`src/rtl/wire_arbiter.sv`:
```
// wire_arbiter: round-robin arbiter that hands one shared output line to one
// of N_REQ requesters at a time and forwards the owner's data bit, registered.
// Optional feature macro: WIRE_ARB_TIMEOUT_EN adds an 8-bit hold counter that
// forces the owner off the line after MAX_HOLD grant cycles when others wait.
module wire_arbiter #(
    parameter int unsigned N_REQ    = 4,
    parameter int unsigned MAX_HOLD = 8
) (
    input  logic                       clk,
    input  logic                       rst,
    input  logic [N_REQ-1:0]           req,
    input  logic [N_REQ-1:0]           in_bus,
    output logic [N_REQ-1:0]           gnt,
    output logic [$clog2(N_REQ)-1:0]   owner,
    output logic                       busy,
    output logic                       out
);

    localparam int unsigned OW = $clog2(N_REQ);

    // Elaboration-time parameter range checks
    if (N_REQ < 2 || N_REQ > 8) begin : g_bad_n_req
        $error("wire_arbiter: N_REQ out of range 2..8");
    end
    if (MAX_HOLD < 1 || MAX_HOLD > 255) begin : g_bad_max_hold
        $error("wire_arbiter: MAX_HOLD out of range 1..255");
    end

    typedef enum logic {
        IDLE  = 1'b0,
        GRANT = 1'b1
    } state_t;

    state_t             state_q, state_d;
    logic [N_REQ-1:0]   gnt_q, gnt_d;
    logic [OW-1:0]      owner_q, owner_d;
    logic [OW-1:0]      rr_q, rr_d;
    logic               out_q, out_d;
    logic [N_REQ-1:0]   others;
    logic [OW-1:0]      next_ptr;
    logic [OW-1:0]      win;
    logic               timeout;

    // First requester with req high, searching from ptr and wrapping modulo N_REQ
    function automatic logic [OW-1:0] rr_pick(input logic [N_REQ-1:0] r,
                                              input logic [OW-1:0]    ptr);
        logic [OW-1:0]    sel;
        logic             found;
        int unsigned      idx;
        logic [N_REQ-1:0] sh;
        sel   = '0;
        found = 1'b0;
        for (int unsigned i = 0; i < N_REQ; i++) begin
            idx = 32'(ptr) + i;
            if (idx >= N_REQ) begin
                idx = idx - N_REQ;
            end
            sh = r >> idx;
            if (!found && sh[0]) begin
                sel   = OW'(idx);
                found = 1'b1;
            end
        end
        return sel;
    endfunction

`ifdef WIRE_ARB_TIMEOUT_EN
    logic [7:0] hold_q, hold_d;
    logic [8:0] hold_inc;

    // The counter reaching MAX_HOLD on this edge marks the hold budget as spent
    assign hold_inc = {1'b0, hold_q} + 9'd1;
    assign timeout  = (hold_inc >= 9'(MAX_HOLD));
`else
    assign timeout  = 1'b0;
`endif

    // Requesters other than the owner, and the pointer used after a release
    assign others   = req & ~(N_REQ'(1) << owner_q);
    assign next_ptr = (owner_q == OW'(N_REQ - 1)) ? '0 : owner_q + OW'(1);

    // Next-state and registered-output logic
    always_comb begin
        state_d = state_q;
        gnt_d   = gnt_q;
        owner_d = owner_q;
        rr_d    = rr_q;
        out_d   = 1'b0;
        win     = '0;
`ifdef WIRE_ARB_TIMEOUT_EN
        hold_d  = hold_q;
`endif
        unique case (state_q)
            IDLE: begin
                gnt_d = '0;
                if (|req) begin
                    win     = rr_pick(req, rr_q);
                    state_d = GRANT;
                    owner_d = win;
                    gnt_d   = N_REQ'(1) << win;
`ifdef WIRE_ARB_TIMEOUT_EN
                    hold_d  = '0;
`endif
                end
            end
            GRANT: begin
                out_d = in_bus[owner_q];
                if (!req[owner_q] || (timeout && (|others))) begin
                    rr_d = next_ptr;
                    if (|others) begin
                        win     = rr_pick(others, next_ptr);
                        owner_d = win;
                        gnt_d   = N_REQ'(1) << win;
`ifdef WIRE_ARB_TIMEOUT_EN
                        hold_d  = '0;
`endif
                    end else begin
                        state_d = IDLE;
                        gnt_d   = '0;
                    end
                end else begin
`ifdef WIRE_ARB_TIMEOUT_EN
                    hold_d = timeout ? 8'(MAX_HOLD) : hold_inc[7:0];
`endif
                end
            end
            default: begin
                state_d = IDLE;
                gnt_d   = '0;
            end
        endcase
    end

    // State and output registers with synchronous reset
    always_ff @(posedge clk) begin
        if (rst) begin
            state_q <= IDLE;
            gnt_q   <= '0;
            owner_q <= '0;
            rr_q    <= '0;
            out_q   <= 1'b0;
`ifdef WIRE_ARB_TIMEOUT_EN
            hold_q  <= '0;
`endif
        end else begin
            state_q <= state_d;
            gnt_q   <= gnt_d;
            owner_q <= owner_d;
            rr_q    <= rr_d;
            out_q   <= out_d;
`ifdef WIRE_ARB_TIMEOUT_EN
            hold_q  <= hold_d;
`endif
        end
    end

    assign gnt   = gnt_q;
    assign owner = owner_q;
    assign busy  = (state_q == GRANT);
    assign out   = out_q;

endmodule

```
`config.mk`:
```
export PLATFORM = sky130hd
export DESIGN_NAME = wire_arbiter
export DESIGN_NICKNAME = d
export VERILOG_FILES = /design/src/rtl/wire_arbiter.sv
export SDC_FILE = /design/constraint.sdc
export NUM_CORES = 1
export LEC_CHECK = 0
export ABC_CLOCK_PERIOD_IN_PS = 3800
export CAP_MARGIN = 20
export CORE_MARGIN = 4
export CORE_UTILIZATION = 55
export DETAILED_ROUTE_END_ITERATION = 8
export GPL_TIMING_DRIVEN = 1
export HOLD_SLACK_MARGIN = 0.06
export PLACE_DENSITY = 0.81
export SLEW_MARGIN = 25
export SYNTH_ARGS = -nofsm -noshare
export SYNTH_HDL_FRONTEND = slang
export SYNTH_SLANG_ARGS = --single-unit
```
`constraint.sdc`:
```
create_clock -name clk -period 3.8 [get_ports clk]
set_input_delay 1.14 -clock clk [delete_from_list [all_inputs] [get_ports clk]]
set_output_delay 1.14 -clock clk [all_outputs]
set_load 0.005 [all_outputs]
```
==> impl_metrics.yaml <==
outcome:
  status: "completed"
floorplanning:
  io_pins: 18
  start_util_pct: 60.7
  die_height_um: 55.5
  fp-row-count: 16
  die_w_um: 55.5
  dieArea_sq_um: 3080
  coreArea_sq_um: 2040
sta:
  worst_pin_slew_ps: 642
  max_freq_mhz: 302
  layout_setup_ws_ps: 494
  rsz0062_at_grt: "false"
  period_share_pct: 87.0
  finalClockSkew_ps: 2.12
  relSlewSlack_pct: 56.6
  hold_viol: 0
  drv_slew: 0
  finalCriticalPeriod_ps: 3310
  setup_violations: 0
  fin_setup_tns_ps: 0
place:
  port_buffers: 17
  dp_hpwl_um: 2240
  pre_cts_ws_ps: 254
  place_congestion: 0.927
global_route:
  grt_max_degree: 21
  track_usage_pct: 19.0
  grt-ovfl-total: 0
  grt_pass1_wl_um: 4850
  antenna_found_initial: 0
  grt_pass1_vias: 1069
clocking:
  cts_buffers: 3
  clock_path_buffers: 2
  clock_sinks: 10
  clk_pin_slew_ps: 60
  cts_resized: 0
  clock_latency_ps: 270
  postCtsSetupBuffers: 0
  cts_hold_buf: 0
  cts-root-buf: "clkbuf_4"
  h-tree-depth: 1
  cts_tree: "done"
setup_path:
  critPathMaxFanout: 15
  worstSetupStartpointType: "input pin"
  cp_data_required_time_ps: 3970
  arrival_ps: 3470
  cp-end-kind: "register"
  startpoint: "req[2]"
  r2r_start: "rr_q[0]$_SDFFE_PP0P_"
  crit_type: "input pin to register"
routing:
  routed.top_layer: "met4"
  drt_iter0_drc: 74
  final_antenna_net_count: 0
  avgViaCountPerCell: 6.49
  wl_met1_um: 1300
  num_vias: 1181
  firstDrtPassIters: 4
  routedWlPerCell_um: 16.2
  route.met2.wl_um: 1430
  drc: 0
  dr_wl_met3_um: 169
  wirelength_um: 2950
logic_synthesis:
  yosys.cell_types.count: 55
  synth_cells: 142
  synth_area_sq_um: 1240
  ys_seq_area_share_pct: 16.1
  synthArstFlopShare_pct: 0
  netlist.area_leader.share_pct: 16.1
  avgSynthCellArea_sq_um: 8.73
  ys.flop_type: "dfxtp_1"
  synth_nets: 160
  yosys-top-cells-area: "dfxtp_1, ha_1, buf_6"
  yosysTopAreaCell: "dfxtp_1"
  ys_warn_count: 0
  synth_edf_count: 0
  ys_ff_latch: 10
worst_hold_path:
  hp-class: "register to register"
  min_from: "gnt[0]$_SDFFE_PP0P_"
final_layout:
  drive_gt1_share_pct: 14.8
  mostFrequentLayoutCells: "clkdlybuf4s50_1, nor2_1, dfxtp_1, inv_1, ha_1"
  final_util_pct: 69.5
  antenna_cells: 0
  layout.nets: 174
  final_common_cell: "clkdlybuf4s50_1"
  area_delta_synth_final_pct: 14.4
pwr:
  pwr-share-clk_pct: 11.8
  ir_drop_mv: 0.428
  p_seq_share_pct: 20.5
  p_leak_uw: 0.000534
  power_frac_comb_pct: 67.8
  power-per-cell-area_nw_per_um2: 572
  p_sw_uw: 356
  internal-power_uw: 455
  p_sw_share_pct: 43.9
run:
  cap_viol_max_count: 0
## state kept, by name, indices dropped and copies added, names as in the netlist
signal  flops
busy        1
gnt         4
owner       2
out         1
rr_q        2
## cell usage after synthesis (all sizes together), types with 2 or more instances
library cell,instances
nor4,2
dfxtp,10
a32oi,3
clkbuf,4
o31a,2
nor3b,2
nand3b,5
inv,9
o211ai,2
a311oi,2
o21ai,3
mux2i,5
a22o,2
nand2,5
buf,7
a2111oi,2
nor2b,5
mux2,6
nor3,7
ha,8
nor2,12
and2,2
o211a,3
mux4,3
or4b,2
a211oi,2
a21oi,7
## area by class of cell
type	count	area, sq um
clock buffer	4	36.3
multi-input combinational	112	922
fill	170	623
tap	27	33.8
timing repair buffer	20	193
sequential	10	200
inverter	9	33.8
## logic make-up (layout without fill, tap and decap cells)
family / Yosys count / count (layout) / share of synthesized area (%)
flip-flops: 10 / 10 / 16.1
multiplexers: 14 / 14 / 15.5
adder cells (fa/ha/maj): 8 / 8 / 8.07
AND/OR/NAND/NOR: 51 / 51 / 24.3
buffers and inverters: 20 / 33 / 9.48
AO/OA/AOI/OAI: 39 / 39 / 26.4
## worst max-delay path, cell delays in order
cell and delay [ps]:
clkdlybuf4s50_1 660, mux2_2 390, a22o_1 240, a2111oi_4 430
nor3_2 130, mux2_2 280, a31o_1 210
## power groups by stage
stage | Clock (uW) | Sequential (uW) | Combinational, uW
after floorplan | 0 | 159 | 415
after global placement | 0 | 167 | 529
after detailed placement | 0 | 167 | 539
after CTS | 98.3 | 166 | 542
after global routing | 100 | 171 | 598
final | 95.7 | 166 | 550
## metal layers
metal,vias to the layer above,track usage [%]
li1,575,-
met5,-,0
met2,48,31.3
met4,0,6.94
met1,552,24.5
met3,6,3.73
## final timing paths
path / end / slack (ps) / cells after the start
worst min register to register: gnt[0]$_SDFFE_PP0P_ / 510 / 2
worst max register to register: owner[1]$_SDFFE_PP0P_ / 810 / 8
worst max-delay path: owner[1]$_SDFFE_PP0P_ / 490 / 7
worst min-delay path: gnt[0]$_SDFFE_PP0P_ / 510 / 2
## through the flow
stage | hold slack [ps] | cell area, sq um | cells | power (uW)
after floorplan | 489 | 1240 | 142 | 575
after global placement | 488 | 1380 | 178 | 696
after detailed placement | 499 | 1380 | 178 | 707
after CTS | 516 | 1420 | 182 | 806
after global routing | 559 | 1420 | 182 | 869
final | 512 | 1420 | 182 | 812
(Power assumes the default switching activity.)
